--- config.mk ---
export PLATFORM = sky130hd
export DESIGN_NAME = permutation_inverse_iter
export DESIGN_NICKNAME = d
export VERILOG_FILES = /design/src/rtl/permutation_inverse_iter.sv
export SDC_FILE = /design/constraint.sdc
export NUM_CORES = 2
export LEC_CHECK = 0
export BUFFER_PORTS_ARGS = -buffer_cell sky130_fd_sc_hd__buf_2
export CORE_MARGIN = 2
export CORE_UTILIZATION = 25
export CTS_CLUSTER_DIAMETER = 200
export DETAILED_ROUTE_END_ITERATION = 10
export PLACE_DENSITY = 0.45
export SYNTH_ARGS = -nofsm -noshare
export SYNTH_HDL_FRONTEND = slang
export SYNTH_SLANG_ARGS = --single-unit
export TNS_END_PERCENT = 20
--- constraint.sdc ---
create_clock -name clock_i -period 7.7 [get_ports clock_i]
set_clock_uncertainty 0.2 [all_clocks]
set_input_delay 1.155 -clock clock_i [delete_from_list [all_inputs] [get_ports clock_i]]
set_output_delay 1.155 -clock clock_i [all_outputs]
set_load 0.005 [all_outputs]
--- src/rtl/permutation_inverse_iter.sv ---
// Iterative inverse ASCON permutation: one inverse round p^-1 = pc^-1 o ps^-1 o pl^-1
// per clock, round index counting down from 11 to 12-N.
module permutation_inverse_iter (
    input  logic         clock_i,
    input  logic         reset_i,
    input  logic         start_i,
    input  logic [3:0]   nb_rounds_i,
    input  logic [319:0] state_i,
    output logic [319:0] state_o,
    output logic         busy_o,
    output logic         done_o
);

    localparam int unsigned WORD_W  = 64;
    localparam int unsigned STATE_W = 5 * WORD_W;
    localparam int unsigned RND_W   = 4;

    // Inverse of the ASCON 5-bit S-box, index {x0,x1,x2,x3,x4} with x0 as MSB.
    localparam logic [4:0] SBOX_INV [32] = '{
        5'd20, 5'd26, 5'd7,  5'd13, 5'd0,  5'd9,  5'd14, 5'd18,
        5'd10, 5'd6,  5'd29, 5'd1,  5'd25, 5'd21, 5'd19, 5'd30,
        5'd24, 5'd22, 5'd11, 5'd17, 5'd3,  5'd5,  5'd28, 5'd31,
        5'd23, 5'd27, 5'd4,  5'd8,  5'd15, 5'd12, 5'd16, 5'd2
    };

    typedef enum logic [1:0] {
        IDLE = 2'd0,
        RUN  = 2'd1,
        DONE = 2'd2
    } fsm_t;

    fsm_t                 fsm_q;
    fsm_t                 fsm_d;
    logic [STATE_W-1:0]   state_d;
    logic [RND_W-1:0]     rnd_q;
    logic [RND_W-1:0]     rnd_d;
    logic [RND_W-1:0]     last_q;
    logic [RND_W-1:0]     last_d;
    logic [RND_W-1:0]     nb_san_c;

    // Right-rotate a 64-bit word.
    function automatic logic [WORD_W-1:0] rotr64(input logic [WORD_W-1:0] x, input logic [5:0] n);
        logic [2*WORD_W-1:0] d;
        d = {x, x} >> n;
        return d[WORD_W-1:0];
    endfunction

    // Inverse linear layer: product of L^(2^j), j=0..5, which equals L^-1 since L^64 = I.
    // A zero rotation XORs y with itself, kept deliberately.
    function automatic logic [WORD_W-1:0] pl_inv_word(input logic [WORD_W-1:0] x,
                                                      input int unsigned a,
                                                      input int unsigned b);
        logic [WORD_W-1:0] y;
        y = x;
        for (int unsigned j = 0; j < 6; j++) begin
            y = y ^ rotr64(y, 6'((a << j) % 64)) ^ rotr64(y, 6'((b << j) % 64));
        end
        return y;
    endfunction

    // One full inverse round for round index r.
    function automatic logic [STATE_W-1:0] pinv(input logic [STATE_W-1:0] s, input logic [RND_W-1:0] r);
        logic [WORD_W-1:0] w [5];
        logic [WORD_W-1:0] y [5];
        logic [4:0]        idx;
        logic [4:0]        o;
        for (int unsigned i = 0; i < 5; i++) begin
            w[i] = s[STATE_W-1-WORD_W*i -: WORD_W];
        end
        w[0] = pl_inv_word(w[0], 19, 28);
        w[1] = pl_inv_word(w[1], 61, 39);
        w[2] = pl_inv_word(w[2], 1, 6);
        w[3] = pl_inv_word(w[3], 10, 17);
        w[4] = pl_inv_word(w[4], 7, 41);
        for (int unsigned k = 0; k < WORD_W; k++) begin
            idx = {w[0][k], w[1][k], w[2][k], w[3][k], w[4][k]};
            o   = SBOX_INV[idx];
            y[0][k] = o[4];
            y[1][k] = o[3];
            y[2][k] = o[2];
            y[3][k] = o[1];
            y[4][k] = o[0];
        end
        y[2] = y[2] ^ {56'h0, 4'(4'd15 - r), r};
        return {y[0], y[1], y[2], y[3], y[4]};
    endfunction

    // Out-of-range round counts (0, 13..15) run the full 12 rounds.
    always_comb begin
        nb_san_c = nb_rounds_i;
        if ((nb_rounds_i == 4'd0) || (nb_rounds_i > 4'd12)) begin
            nb_san_c = 4'd12;
        end
    end

    // Next-state, datapath and round-counter logic.
    always_comb begin
        fsm_d   = fsm_q;
        state_d = state_o;
        rnd_d   = rnd_q;
        last_d  = last_q;
        unique case (fsm_q)
            IDLE: begin
                if (start_i) begin
                    state_d = state_i;
                    rnd_d   = 4'd11;
                    last_d  = 4'(4'd12 - nb_san_c);
                    fsm_d   = RUN;
                end
            end
            RUN: begin
                state_d = pinv(state_o, rnd_q);
                if (rnd_q == last_q) begin
                    fsm_d = DONE;
                end else begin
                    rnd_d = 4'(rnd_q - 4'd1);
                end
            end
            DONE: begin
                fsm_d = IDLE;
            end
            default: begin
                fsm_d = IDLE;
            end
        endcase
    end

    // State register; busy/done are registered decodes of the next FSM state.
    always_ff @(posedge clock_i) begin
        if (reset_i) begin
            fsm_q   <= IDLE;
            state_o <= '0;
            rnd_q   <= '0;
            last_q  <= '0;
            busy_o  <= 1'b0;
            done_o  <= 1'b0;
        end else begin
            fsm_q   <= fsm_d;
            state_o <= state_d;
            rnd_q   <= rnd_d;
            last_q  <= last_d;
            busy_o  <= (fsm_d == RUN);
            done_o  <= (fsm_d == DONE);
        end
    end

endmodule
# Word level (Yosys, flattened, before mapping)
# Memory sizes are Yosys's and may differ from the RTL's.
# Index checks and enable logic that the tools add are counted.
# totals
inputBits	327
register_bits	332
mem_bits_ro	10240
output_inout_bits	322
n_memories	64
word_cells	413
# classes
reduce_logical	7
n_bitwise	125
mux	137
n_lt_le_gt_ge	65
addsub	3
eq_ne	6
# memory_table
memory	words	word_bits	read_ports	rd_clocked_by_memory_dff	wr	line	rtl
(name not given)	32	5	1	0	0	77	o = SBOX_INV[idx];
(name not given)	32	5	1	0	0	77	
(name not given)	32	5	1	0	0	77	
(name not given)	32	5	1	0	0	77	
(name not given)	32	5	1	0	0	77	
(name not given)	32	5	1	0	0	77	
58 more memories	n/a	n/a	n/a	n/a	n/a	n/a	
# op_table
op	n
bitwise XOR 64 bit	60
two-way mux 5 bit	128
one-hot mux 320 bit (2 select lines)	1
>= comparator 6 bit (second input constant)	64
inverter 5 -> 6 bit	64
two-way mux 320 bit	1
bitwise XOR 64 x 8 -> 64 bit	1
two-way mux 4 bit	3
one-hot mux 4 bit (2 select lines)	1
subtractor 4 bit (first input constant)	2
equality test 2 x 1 -> 1 bit (second input constant)	2
equality test 4 bit	1
> comparator 4 bit (second input constant)	1
zero test 4 bit	1
two-way mux 2 bit	2
!= test 2 bit (second input constant)	2
one-hot mux 2 bit (2 select lines)	1
AND reduction 2 bit	2
subtractor 4 x 1 -> 4 bit (second input constant)	1
AND reduction 3 bit	1
equality test 2 bit (second input constant)	1
zero test 2 bit	1
nonzero test 2 bit	1
logical OR 1 bit	1

# Longest topological paths before layout
# depth
word_depth	18
depth_mapped	17
ltp_nobuf	16

# Worst setup path before layout
# OpenSTA, ideal clock, no wires.
# synth_path
kind	register to register
startpoint	register state_o[78]
endpoint	register state_o[150]
path_buffers	1
arrival_ns	4.397
setup_slack_ns	2.987
required_ns	7.384
setup_ns	0.116
stages_incl_launch_ff	12
synth_period_minus_slack_ns	4.713
path_cell_list	dfxtp_1 > clkbuf_1 > xnor3_1 > xnor3_1 > xnor2_1 > xor2_1 > xor3_2 > xnor2_1 > inv_1 > ha_1 > mux4_2 > a31o_2
# synth_via
elab_chain_cells	18
# synth_lines
item	line	rtl
start, declared	9	output logic [319:0] state_o,
start signal, assigned	139	state_o <= state_d;
bitwise XOR 64 bit (*) (2 in series)	56	y = y ^ rotr64(y, 6'((a << j) % 64)) ^ rotr64(y, 6'((b << j) % 64));
bitwise XOR 64 bit	56	
bitwise XOR 64 bit (*)	56	
bitwise XOR 64 bit	56	
bitwise XOR 64 bit (*)	56	
bitwise XOR 64 bit	56	
bitwise XOR 64 bit (*)	56	
bitwise XOR 64 bit	56	
bitwise XOR 64 bit (*)	56	
bitwise XOR 64 bit	56	
bitwise XOR 64 bit (*)	56	
inverter 5 -> 6 bit (implied by the code) (*)	77	
memory (32 x 5 bit) (*)	n/a	
two-way mux 5 bit (implied by the code) (*) (2 in series)	77	
bitwise XOR 64 x 8 -> 64 bit (*)	84	y[2] = y[2] ^ {56'h0, 4'(4'd15 - r), r};
one-hot mux 320 bit (2 select lines) (*)	102	unique case (fsm_q)
# Every way passes the cells marked *; elsewhere a longest branch is shown, timed or not. The select of a mux whose other input is x is not followed.
# A chain may end at the register's enable or synchronous reset.

# Worst setup path after layout
# layout_path
startpoint	register state_o[22]
endpoint	register state_o[55]
# layout_via
elab_chain_cells	17
# layout_lines
item	line
bitwise XOR 64 bit	56
bitwise XOR 64 bit (*)	56
bitwise XOR 64 bit	56
bitwise XOR 64 bit (*)	56
bitwise XOR 64 bit	56
bitwise XOR 64 bit (*)	56
bitwise XOR 64 bit	56
bitwise XOR 64 bit (*)	56
bitwise XOR 64 bit	56
bitwise XOR 64 bit (*)	56
bitwise XOR 64 bit	56
bitwise XOR 64 bit (*)	56
inverter 5 -> 6 bit (implied by the code) (*)	77
memory (32 x 5 bit) (*)	n/a
two-way mux 5 bit (implied by the code) (*) (2 in series)	77
one-hot mux 320 bit (2 select lines) (*)	102
# Marked as above.

==> results.md <==
* Post-synthesis register bit count at 332
* Crit path to: state_o[55]
* IO Port Bufs at 648
* Post-synth top cells: xnor2_1, nand2_1, xnor3_1, nor2_1, xor2_1
* Avg WL per Cell at 36.4 um
* Final Max Tran Viols at 4
* Io pins at 649
* # hold bufs at CTS at 0
* CTS Buf Count at 54
* TritonCTS sink count at 332
* Fin. Hold Viols at 0
* CTS Buffer Depth at 3
* Layout filler cell count at 29000
* Yosys warns at 0
* Slew margin rel. at -9.28%
* FP Rows at 192
* Violated checks: max-capacitance violations, max-slew violations
* Post-synth top area share at 19.0%
* Fin nets at 8891
* R2r endpoint: state_o[55]
* Fmax at 135 MHz
* Worst setup EP type: flip-flop
* Postcts setup bufs at 0
* Mean area per synthesized cell at 9.11 sq um
* Routed WL at 429000 um
* Dominant cell type by area after synthesis: xnor3_1
* Status: finished, violations left
* Drt pass-1 iters at 6
* Area occupied by multi-input gates at 59700 sq um
* Hold Crit Class: reg2reg
* Top cells by area, synth: xnor3_1, xnor2_1, dfxtp_1, ha_1, xor2_1
* Dominant synthesized flop cell: dfxtp_1
* Layout area overhead at 15.5%
* Via density at 5.32
* Yosys cell types at 87
* Final setup viols at 0
* Initial drt markers at 7772
* Die span in y at 528 um
* Die ar. at 279000 sq um
* Critical Path Max Stage Delay at 1.27 ns
* Vias in the first global route at 57600
* Reg2reg start: state_o[22]
* Tcrit/Tclk final at 96.3%
* Syn Std Cell Area at 68700 sq um
* Vias at 62700
* Reg clk slew, reported paths at 0.07 ns
* Critical-path top delay cell: a211oi_1
* Core area at 273000 sq um
* Top-count cell post-synth: xnor2_1
* H-tree depth at 2
* Syn nets at 8308
* RePlAce Congestion at 1.03
* First-pass GRT wire length at 554000 um
* Crit-path cells: xor3_1 -> xor3_1 -> xor2_1 -> xnor2_1 -> xnor3_1 -> xnor2_1 -> inv_1 -> ha_1 -> a211o_1 -> and3b_1 -> a211oi_1 -> a311oi_1
* Seq/Total Area, Yosys at 9.68%
* CTS tree: yes
* CP startpoint kind: flip-flop
* Transition time of the tightest slew-check pin at 1.63 ns
* Required time worst endpoint at 8.03 ns
* DP Wirelength at 362000 um
* Routed Antenna Nets at 0
* Grt ovf at 0
* Layout cells sized above 1 at 16.7%
* Worst-Skew Late Latency at 0.75 ns
* GRT Total Usage at 29.6%
* Reg area at 6650 sq um
* Starting Density at 25.1%
* Crit path kind: reg2reg
* # DRC at 0
* Largest net degree at the start of global routing at 124
* Cts repair resizes at 0
* Maxcap violations at 2
* Initial antenna violation count at 37
* Root Buffer Master: clkbuf_16
* Post-synth EDFFs at 0
* Asr flop ratio synth at 0%
* Setup TNS at 0 ns
* Post-route minimum period at 7.42 ns
* R2R Setup Slk at 0.28 ns
* Maximum fanout along the worst path at 8
* RSZ-0062 raised after global routing: false
* Die W at 528 um
* Mapped Cells at 7539
* Cells on worst reg2reg path at 12
* CP Launch Point: state_o[22]
* Crit path DAT at 7.75 ns
[worst min-delay path by stage]
| stage | depth (start not counted) | from | end |
|---|---|---|---|
| 3_5_place_dp | 2 | last_q[0] | last_q[0] |
| 5_1_grt | 2 | last_q[1] | last_q[1] |
| 4_1_cts | 2 | last_q[1] | last_q[1] |
| 2_1_floorplan | 2 | last_q[2] | last_q[2] |
| 6_report | 2 | last_q[1] | last_q[1] |
| 3_3_place_gp | 2 | last_q[2] | last_q[2] |
[metrics by stage]
step	instance area, sq um	hold WS, ns	setup slack [ns]	util [%]	cells
finish	79300	0.279	0.285	29.0	11800
global route	79300	0.310	0.378	29.0	11800
CTS	79200	0.281	0.494	29.0	11800
detailed placement	77400	0.268	0.538	28.3	11700
global placement	77400	0.260	0.502	28.3	11700
floorplan	68700	0.243	2.99	-	7539
[sequential cells by signal, indices dropped and copies added (netlist names)]
| register | flops |
|---|---|
| rnd_q | 4 |
| state_o | 320 |
| last_q | 4 |
| busy_o | 1 |
| done_o | 1 |
| fsm_q | 2 |
[critical path: cells and delay by family, from the launching register on]
| family | cells | cell delay [ns] |
|---|---|---|
| AOI/OAI and AO/OA | 3 | 1.63 |
| adders and majority gates | 1 | 0.30 |
| xor gates and xnor gates | 6 | 3.41 |
| buffers and inverters | 1 | 0.27 |
| and+or+nand+nor | 1 | 0.16 |
| DFF | 1 | 1.16 |
[cell usage in the layout (no fill, tap or decap), types with 84 or more instances in the layout]
cell type	count
a21oi_1	452
buf_4	298
nand2_1	935
inv_1	234
buf_2	648
xnor2_1	972
mux2i_1	197
nor2_1	564
xnor2_2	86
xnor3_1	579
ha_1	442
xor3_1	153
xor2_1	503
nand3_1	84
a211oi_1	130
dfxtp_1	332
o21ai_0	269
a311oi_1	172
[final cells by class]
cell class / instances / area share [%]
multi-input combinational: 6523 / 75.3
sequential: 332 / 8.38
timing repair buffer: 955 / 7.10
tap: 3589 / 5.66
clock buffer: 63 / 1.82
inverter: 256 / 1.21
clock inverter: 34 / 0.473
antenna: 26 / 0.0820
[kinds of logic after synthesis]
logic type | share of synthesized area (%)
fa+ha+maj | 8.05
flops | 9.68
compound gates | 14.5
mux | 4.97
buf+inv | 3.96
simple gates | 12.0
xor+xnor | 46.9
[routing by layer]
| layer | track usage [%] | wire length (um) | vias up |
|---|---|---|---|
| li1 | - | - | 27400 |
| met1 | 36.0 | 168000 | 31500 |
| met2 | 45.4 | 187000 | 3040 |
| met3 | 6.14 | 33100 | 689 |
| met4 | 23.1 | 40600 | 28 |
| met5 | 0 | 192 | - |
Power is not shown: default switching activity piles up to over one toggle a cycle in this logic, so the estimate is an artifact.
